### src/rtl/rr_onehot_arbiter.sv
// -----------------------------------------------------------------------------
// rr_onehot_arbiter
//
// Round-robin arbiter producing a registered one-hot grant that drives the
// enable bus of a one-hot-enable muxer directly. A grant is held until the
// granted requester strobes done, drops its request, or the grant-timeout
// counter reaches tmo_val. Every release is followed by exactly one all-zero
// GAP cycle before the next arbitration. The releasing requester then has the
// lowest priority.
//
// Parameters:
//   NUM    - number of requesters (must match the downstream muxer)
//   TMO_W  - width of the grant-timeout counter
//
// Ports:
//   clk      in   rising-edge clock
//   rst      in   synchronous active-high reset
//   req      in   [NUM]   per-requester request level
//   done     in   [NUM]   per-requester one-cycle release strobe
//   tmo_val  in   [TMO_W] maximum grant length in cycles, 0 disables timeout
//   gnt      out  [NUM]   registered one-hot grant
//   gnt_idx  out  [IDX_W] index of the granted requester, 0 when none
//   busy     out          high in GRANT and GAP
//   tmo      out          one-cycle pulse when a grant is revoked by timeout
// -----------------------------------------------------------------------------
module rr_onehot_arbiter #(
    parameter int  NUM   = 4,
    parameter int  TMO_W = 8,
    localparam int IDX_W = (NUM > 1) ? $clog2(NUM) : 1
) (
    input  logic             clk,
    input  logic             rst,
    input  logic [NUM-1:0]   req,
    input  logic [NUM-1:0]   done,
    input  logic [TMO_W-1:0] tmo_val,
    output logic [NUM-1:0]   gnt,
    output logic [IDX_W-1:0] gnt_idx,
    output logic             busy,
    output logic             tmo
);

    typedef enum logic [1:0] {
        S_IDLE  = 2'd0,
        S_GRANT = 2'd1,
        S_GAP   = 2'd2
    } state_t;

    state_t           state_q;
    logic [NUM-1:0]   gnt_q;
    logic [IDX_W-1:0] gnt_idx_q;
    logic             busy_q;
    logic             tmo_q;
    logic [TMO_W-1:0] count_q;
    logic [IDX_W-1:0] ptr_q;

    logic             pick_found_s;
    logic [IDX_W-1:0] pick_idx_s;
    logic             done_hit_s;
    logic             req_drop_s;
    logic             tmo_hit_s;
    logic             release_s;
    logic             tmo_only_s;
    logic [TMO_W-1:0] count_d;
    logic [IDX_W-1:0] ptr_d;

    // Round-robin scan of req beginning at ptr_q, wrapping modulo NUM.
    always_comb begin
        pick_found_s = 1'b0;
        pick_idx_s   = '0;
        for (int i = 0; i < NUM; i++) begin
            int cand;
            cand = int'(ptr_q) + i;
            if (cand >= NUM) begin
                cand = cand - NUM;
            end else begin
                cand = cand;
            end
            if (!pick_found_s && req[cand]) begin
                pick_found_s = 1'b1;
                pick_idx_s   = IDX_W'(cand);
            end else begin
                pick_found_s = pick_found_s;
            end
        end
    end

    // Release terms for the currently granted index, saturating count and
    // the rotated pointer that makes the releasing requester lowest priority.
    always_comb begin
        done_hit_s = done[gnt_idx_q];
        req_drop_s = !req[gnt_idx_q];
        // Equality only: a tmo_val lowered below the running count never
        // releases retroactively, only the saturated count can match again.
        tmo_hit_s  = (tmo_val != {TMO_W{1'b0}}) && (count_q == tmo_val);
        release_s  = done_hit_s || req_drop_s || tmo_hit_s;
        tmo_only_s = tmo_hit_s && !done_hit_s && !req_drop_s;
        if (count_q == {TMO_W{1'b1}}) begin
            count_d = count_q;
        end else begin
            count_d = count_q + {{(TMO_W-1){1'b0}}, 1'b1};
        end
        if (gnt_idx_q == IDX_W'(NUM - 1)) begin
            ptr_d = '0;
        end else begin
            ptr_d = gnt_idx_q + {{(IDX_W-1){1'b0}}, 1'b1};
        end
    end

    // Arbitration FSM with all outputs registered; reset overrides every input.
    always_ff @(posedge clk) begin
        if (rst) begin
            state_q   <= S_IDLE;
            gnt_q     <= '0;
            gnt_idx_q <= '0;
            busy_q    <= 1'b0;
            tmo_q     <= 1'b0;
            count_q   <= '0;
            ptr_q     <= '0;
        end else begin
            case (state_q)
                S_IDLE: begin
                    tmo_q <= 1'b0;
                    if (pick_found_s) begin
                        state_q   <= S_GRANT;
                        gnt_q     <= NUM'(1'b1) << pick_idx_s;
                        gnt_idx_q <= pick_idx_s;
                        busy_q    <= 1'b1;
                        // The first granted cycle counts as 1.
                        count_q   <= TMO_W'(1'b1);
                    end else begin
                        state_q   <= S_IDLE;
                        gnt_q     <= '0;
                        gnt_idx_q <= '0;
                        busy_q    <= 1'b0;
                        count_q   <= '0;
                    end
                end
                S_GRANT: begin
                    if (release_s) begin
                        state_q   <= S_GAP;
                        gnt_q     <= '0;
                        gnt_idx_q <= '0;
                        busy_q    <= 1'b1;
                        tmo_q     <= tmo_only_s;
                        count_q   <= '0;
                        ptr_q     <= ptr_d;
                    end else begin
                        state_q   <= S_GRANT;
                        tmo_q     <= 1'b0;
                        count_q   <= count_d;
                    end
                end
                S_GAP: begin
                    state_q   <= S_IDLE;
                    gnt_q     <= '0;
                    gnt_idx_q <= '0;
                    busy_q    <= 1'b0;
                    tmo_q     <= 1'b0;
                    count_q   <= '0;
                end
                default: begin
                    state_q   <= S_IDLE;
                    gnt_q     <= '0;
                    gnt_idx_q <= '0;
                    busy_q    <= 1'b0;
                    tmo_q     <= 1'b0;
                    count_q   <= '0;
                    ptr_q     <= '0;
                end
            endcase
        end
    end

    assign gnt     = gnt_q;
    assign gnt_idx = gnt_idx_q;
    assign busy    = busy_q;
    assign tmo     = tmo_q;

endmodule

### config.mk
export PLATFORM = sky130hd
export DESIGN_NAME = rr_onehot_arbiter
export DESIGN_NICKNAME = d
export VERILOG_FILES = /design/src/rtl/rr_onehot_arbiter.sv
export SDC_FILE = /design/constraint.sdc
export NUM_CORES = 1
export LEC_CHECK = 0
export BUFFER_PORTS_ARGS = -buffer_cell sky130_fd_sc_hd__buf_2
export CAP_MARGIN = 5
export CORE_ASPECT_RATIO = 1.2
export CORE_MARGIN = 5
export CORE_UTILIZATION = 46
export DETAILED_ROUTE_END_ITERATION = 10
export PLACE_DENSITY = 0.77
export SKIP_CTS_REPAIR_TIMING = 1
export SYNTH_ARGS = -nofsm -noshare
export SYNTH_HDL_FRONTEND = slang
export SYNTH_SLANG_ARGS = --single-unit
### constraint.sdc
create_clock -name clk -period 1.58 [get_ports clk]
set_input_delay 0.079 -clock clk [delete_from_list [all_inputs] [get_ports clk]]
set_output_delay 0.079 -clock clk [all_outputs]
set_load 0.005 [all_outputs]
# Word level (Yosys, flattened, before mapping)
# Index checks and enable logic that the tools add are counted.
word_totals:
  regBits: 20
  inputBits: 18
classes:
  muxes: 47
  n_addsub: 9
  n_reduce_logical: 18
  n_bitwise: 3
  shifts: 1
  n_eq_ne: 7
  order_cmp: 9
ops:
  columns: ["operator", "n"]
  rows:
  - ["$lt 32x4->1 const B", 4]
  - ["$mux 32", 4]
  - ["$mux 1", 18]
  - ["$mux 2", 9]
  - ["$mux 8", 2]
  - ["$pmux 8 s2", 1]
  - ["$bmux 1 s2", 6]
  - ["$pmux 2 s2", 3]
  - ["$sub 3x3->4 const B", 3]
  - ["$ge 3x3->1 const B", 3]
  - ["$add 8x1->8 const B", 1]
  - ["$eq 8x8->1", 1]
  - ["$eq 8x8->1 const B", 1]
  - ["$mux 4", 2]
  - ["$pmux 4 s2", 1]
  - ["$reduce_bool 8->1", 1]
  - ["$add 2x2->3 const B", 2]
  - ["$logic_and 1x1->1", 6]
  - ["$logic_not 1->1", 5]
  - ["$eq 2x2->1 const B", 2]
  - ["$shl 1x2->4 const A", 1]
  - ["$sub 2x3->4 const B", 1]
  - ["$add 2x1->3 const B", 1]
  - ["$ge 2x3->1 const B", 1]
  - ["other kinds (12)", 15]

# Logic depth before layout (Yosys ltp)
logic_depth:
  word_depth: 18
  ltp_mapped: 6

# Least setup slack after synthesis
# OpenSTA, ideal clock, no wires.
synth_timing:
  path_kind: "flip-flop to flip-flop"
  startpoint: "register gnt_idx_q[0], in the netlist gnt_idx[0]"
  endpoint: "register gnt_q[0], in the netlist gnt[0]"
  synth_period_minus_slack_ns: 1.542
  path_buffers: 0
  stages_incl_launch_ff: 5
  setup_slack_ns: 0.038
  t_arrival_ns: 1.426
  path_cell_list: "dfxtp_1 -> mux4_2 -> o31a_4 -> nor2b_4 -> a22o_1"
synth_between:
  elab_chain_cells: 6
  elab_cells_between_ends: 8
  classes_between: "eq/ne: 1; mux: 4; reduce/logical: 3"
synth_rtl:
  columns: ["element", "line", "text"]
  rows:
  - ["start, declared", "50", "logic [IDX_W-1:0] gnt_idx_q;"]
  - ["start signal, assigned", "126", "gnt_idx_q <= pick_idx_s;"]
  - ["$bmux 1 s2", "91", "req_drop_s = !req[gnt_idx_q];"]
  - ["$mux 1 (implied by the code)", "91", null]
  - ["$logic_not 1->1", "91", null]
  - ["$logic_or 1x1->1 * (2 in series)", "95", "release_s = done_hit_s || req_drop_s || tmo_hit_s;"]
  - ["$ne 2x2->1 (no source line) *", null, null]
  - ["end signal, assigned", "125", "gnt_q <= NUM'(1'b1) << pick_idx_s;"]
  - ["end, declared", "49", "logic [NUM-1:0] gnt_q;"]
# Every way passes the cells marked *; elsewhere a longest branch is shown, timed or not. The select of a mux whose other input is x is not followed.
# A chain may end at the register's enable or synchronous reset.

# Worst setup path after layout
layout_timing:
  startpoint: "register count_q[2]"
  endpoint: "register gnt_q[0], in the netlist gnt[0]"
layout_between:
  elab_chain_cells: 4
layout_rtl:
  columns: ["element", "line", "text"]
  rows:
  - ["start, declared", "53", "logic [TMO_W-1:0] count_q;"]
  - ["start signal, assigned", "129", "count_q <= TMO_W'(1'b1);"]
  - ["start signal, assigned", "150", "count_q <= count_d;"]
  - ["$eq 8x8->1", "94", "tmo_hit_s = (tmo_val != {TMO_W{1'b0}}) && (count_q == tmo_val);"]
  - ["$logic_and 1x1->1", "94", null]
  - ["$logic_or 1x1->1", "95", null]
  - ["$ne 2x2->1 (no source line)", null, null]
# No other way between the ends.

==> impl_metrics.yaml <==
run_status:
  outcome: "finished clean"
logic_synthesis:
  synth_xor_area_frac: 0.0837
  yosys_warnings: 0
  synth_cells: 117
  synthAdderAreaFrac: 0.0239
  synthMuxAreaShare: 0.0311
  synth-simple-area-share: 0.228
  ys_seq_area_frac: 0.383
  syn_area_um2: 1050
  synth_top_family_by_area: "simple AND/OR/NAND/NOR gates"
  synth_compound_area_frac: 0.206
  syn_nets: 137
  synth.avg_cell_area_um2: 8.94
  ys_types: 34
  synth-seq-cells: 20
timing:
  setup_viol: 0
  fin_worst_skew_ns: 0.00468
  min_period_ns: 1.55
  slew_violations: 0
  fin_setup_tns_ns: 0
  whs_ns: 0.0830
  max_slew_margin: 0.746
  hold_viol_final: 0
  rsz0062_at_grt: "yes"
  fin_ws_ns: 0.0281
  max_slew.worst_pin.slew_ns: 0.377
  max_freq_ghz: 0.644
  period_share: 0.982
cells_and_area:
  diodes: 0
  layout_common_cells: "buf_2 (25), dfxtp_1 (13), nor2_1 (12), buf_4 (8)"
  nets: 172
  post_layout_nonfiller_instances: 182
  area_delta_synth_final_pct: 31.1
  drive_above_1_share: 0.371
  final_util: 0.614
  final_common_cell: "buf_2"
  nFillCells: 214
  fin_area_um2: 1370
floorplanning:
  fp.dieArea_um2: 3330
  die_height_um: 62.2
  core_um2: 2230
  boundaryPins: 26
  num_rows: 19
  die-width_um: 53.5
  start_util: 0.468
setup_path:
  max_stage_delay_ns: 0.40
  crit_slowest_cell: "o31a_4"
  cp_cell_sequence: "xnor2_1, nand4_1, o31a_4, nor2b_4, a22o_1"
  cp-start-kind: "register"
  cp-end-kind: "register"
  critPathBufInv: 0
  crit_path_max_fanout: 6
  path_class: "reg -> reg"
  crit_family: "compound AO/OA/AOI/OAI gates"
  crit_arrival_ns: 1.76
  worstPathRequired_ns: 1.78
power:
  p_leak_nw: 0.571
  power.total_mw: 1.20
  ir_drop_uv: 561
  pwr_density_cell_nw_per_um2: 873
drt:
  antenna_left: 0
  wl_per_cell_um: 13.4
  via_per_inst: 5.40
  firstDrtPassIters: 4
  wirelength_um: 2440
  drc_errors: 0
  dr.first_iter.drc_count: 14
  route.vias.total: 983
place:
  place_congestion: 0.773
  dp.cells: 177
  numPortBuffers: 25
  place_area_um2: 1250
  hpwl_um: 1900
  post-place-ws_ns: -0.00780
cts:
  cts_sinks: 20
  insertion_delay_ns: 0.30
  numCtsBuffers: 3
  cts_tree: "yes"
  clk_pin_slew_worst_paths_ns: 0.11
  cts_root_buf: "clkbuf_4"
  htreeDepth: 1
  cts_max_path_buffers: 2
job:
  maxCapViolCount: 0
global_route:
  antenna_found_initial: 0
  grt_start_max_net_pins: 13
  first_global_vias: 960
  grt_overflow: 0
  grt_usage: 0.153
  grt_pass1_wl_um: 3990
min_path:
  hold_class: "in -> reg"
[final timing paths]
path,from,end,cells after the start,slack [ns]
max,count_q[2],gnt[0],5,0.03
min,rst,ptr_q[0],3,0.08
max reg2reg,count_q[2],gnt[0],5,0.03
min reg2reg,busy,busy,2,0.46
[cells in the mapped netlist]
master / n / share of area
o2111ai_1: 1 / 0.0084
mux4_2: 1 / 0.022
a211oi_1: 2 / 0.014
clkbuf_1: 1 / 0.0036
xnor2_1: 10 / 0.084
a32oi_1: 1 / 0.0084
nor2b_4: 1 / 0.013
nand2b_1: 3 / 0.018
a21o_1: 1 / 0.0072
nor4_1: 4 / 0.024
o31a_4: 1 / 0.017
a221o_1: 2 / 0.019
mux2i_1: 1 / 0.0096
nand4_1: 2 / 0.012
o2bb2ai_1: 4 / 0.033
buf_4: 1 / 0.0072
buf_2: 1 / 0.0048
inv_1: 8 / 0.029
nor3_1: 3 / 0.014
ha_1: 2 / 0.024
a21boi_0: 2 / 0.014
a31oi_1: 2 / 0.012
nand3_2: 1 / 0.0096
a22o_1: 4 / 0.033
or4_1: 1 / 0.0072
a21oi_1: 3 / 0.014
nand2_1: 6 / 0.022
and3_1: 2 / 0.012
nor2_1: 12 / 0.043
a22o_2: 1 / 0.0096
nand3_1: 5 / 0.024
nor2b_1: 5 / 0.030
dfxtp_1: 20 / 0.38
o21ai_0: 3 / 0.014
[cell families (layout without fill, tap and decap cells)]
kind of cell | count (synthesis) | after routing
compound gates | 27 | 27
simple gates | 45 | 45
flops | 20 | 20
xor+xnor | 10 | 10
mux | 2 | 2
fa+ha+maj | 2 | 2
buf+inv | 11 | 45
[final cells by class]
cell class                 instances  area, um2  share of cell area
sequential                        20        417               0.304
inverter                           8       30.0              0.0219
clock buffer                       3       22.5              0.0164
tap                               31       38.8              0.0283
multi-input combinational         86        648               0.473
clock inverter                     1       30.0              0.0219
timing repair buffer              33        185               0.135
[where the power goes]
part	switching, mW	internal (mW)
registers	0.0235	0.533
logic	0.113	0.115
clock network	0.157	0.256
total	0.293	0.904
[metal layers]
metal | wire length [um] | global-route usage
met5 | 0 | 0
met4 | 17 | 0.0383
met3 | 125 | 0.0311
met2 | 1260 | 0.259
met1 | 1030 | 0.192
[state kept, by name, summed over array words and instances (netlist names)]
| register | cells |
|---|---|
| busy | 1 |
| tmo | 1 |
| state_q | 2 |
| gnt | 4 |
| count_q | 8 |
| ptr_q | 2 |
| gnt_idx | 2 |
[worst register-to-register path: cells and delay by family, from the launching register on]
| family | cells | cell delay (ns) |
|---|---|---|
| AO/OA/AOI/OAI | 2 | 0.61 |
| AND/OR/NAND/NOR | 2 | 0.33 |
| XOR/XNOR | 1 | 0.18 |
| flip-flops | 1 | 0.34 |
(Power assumes the default switching activity.)
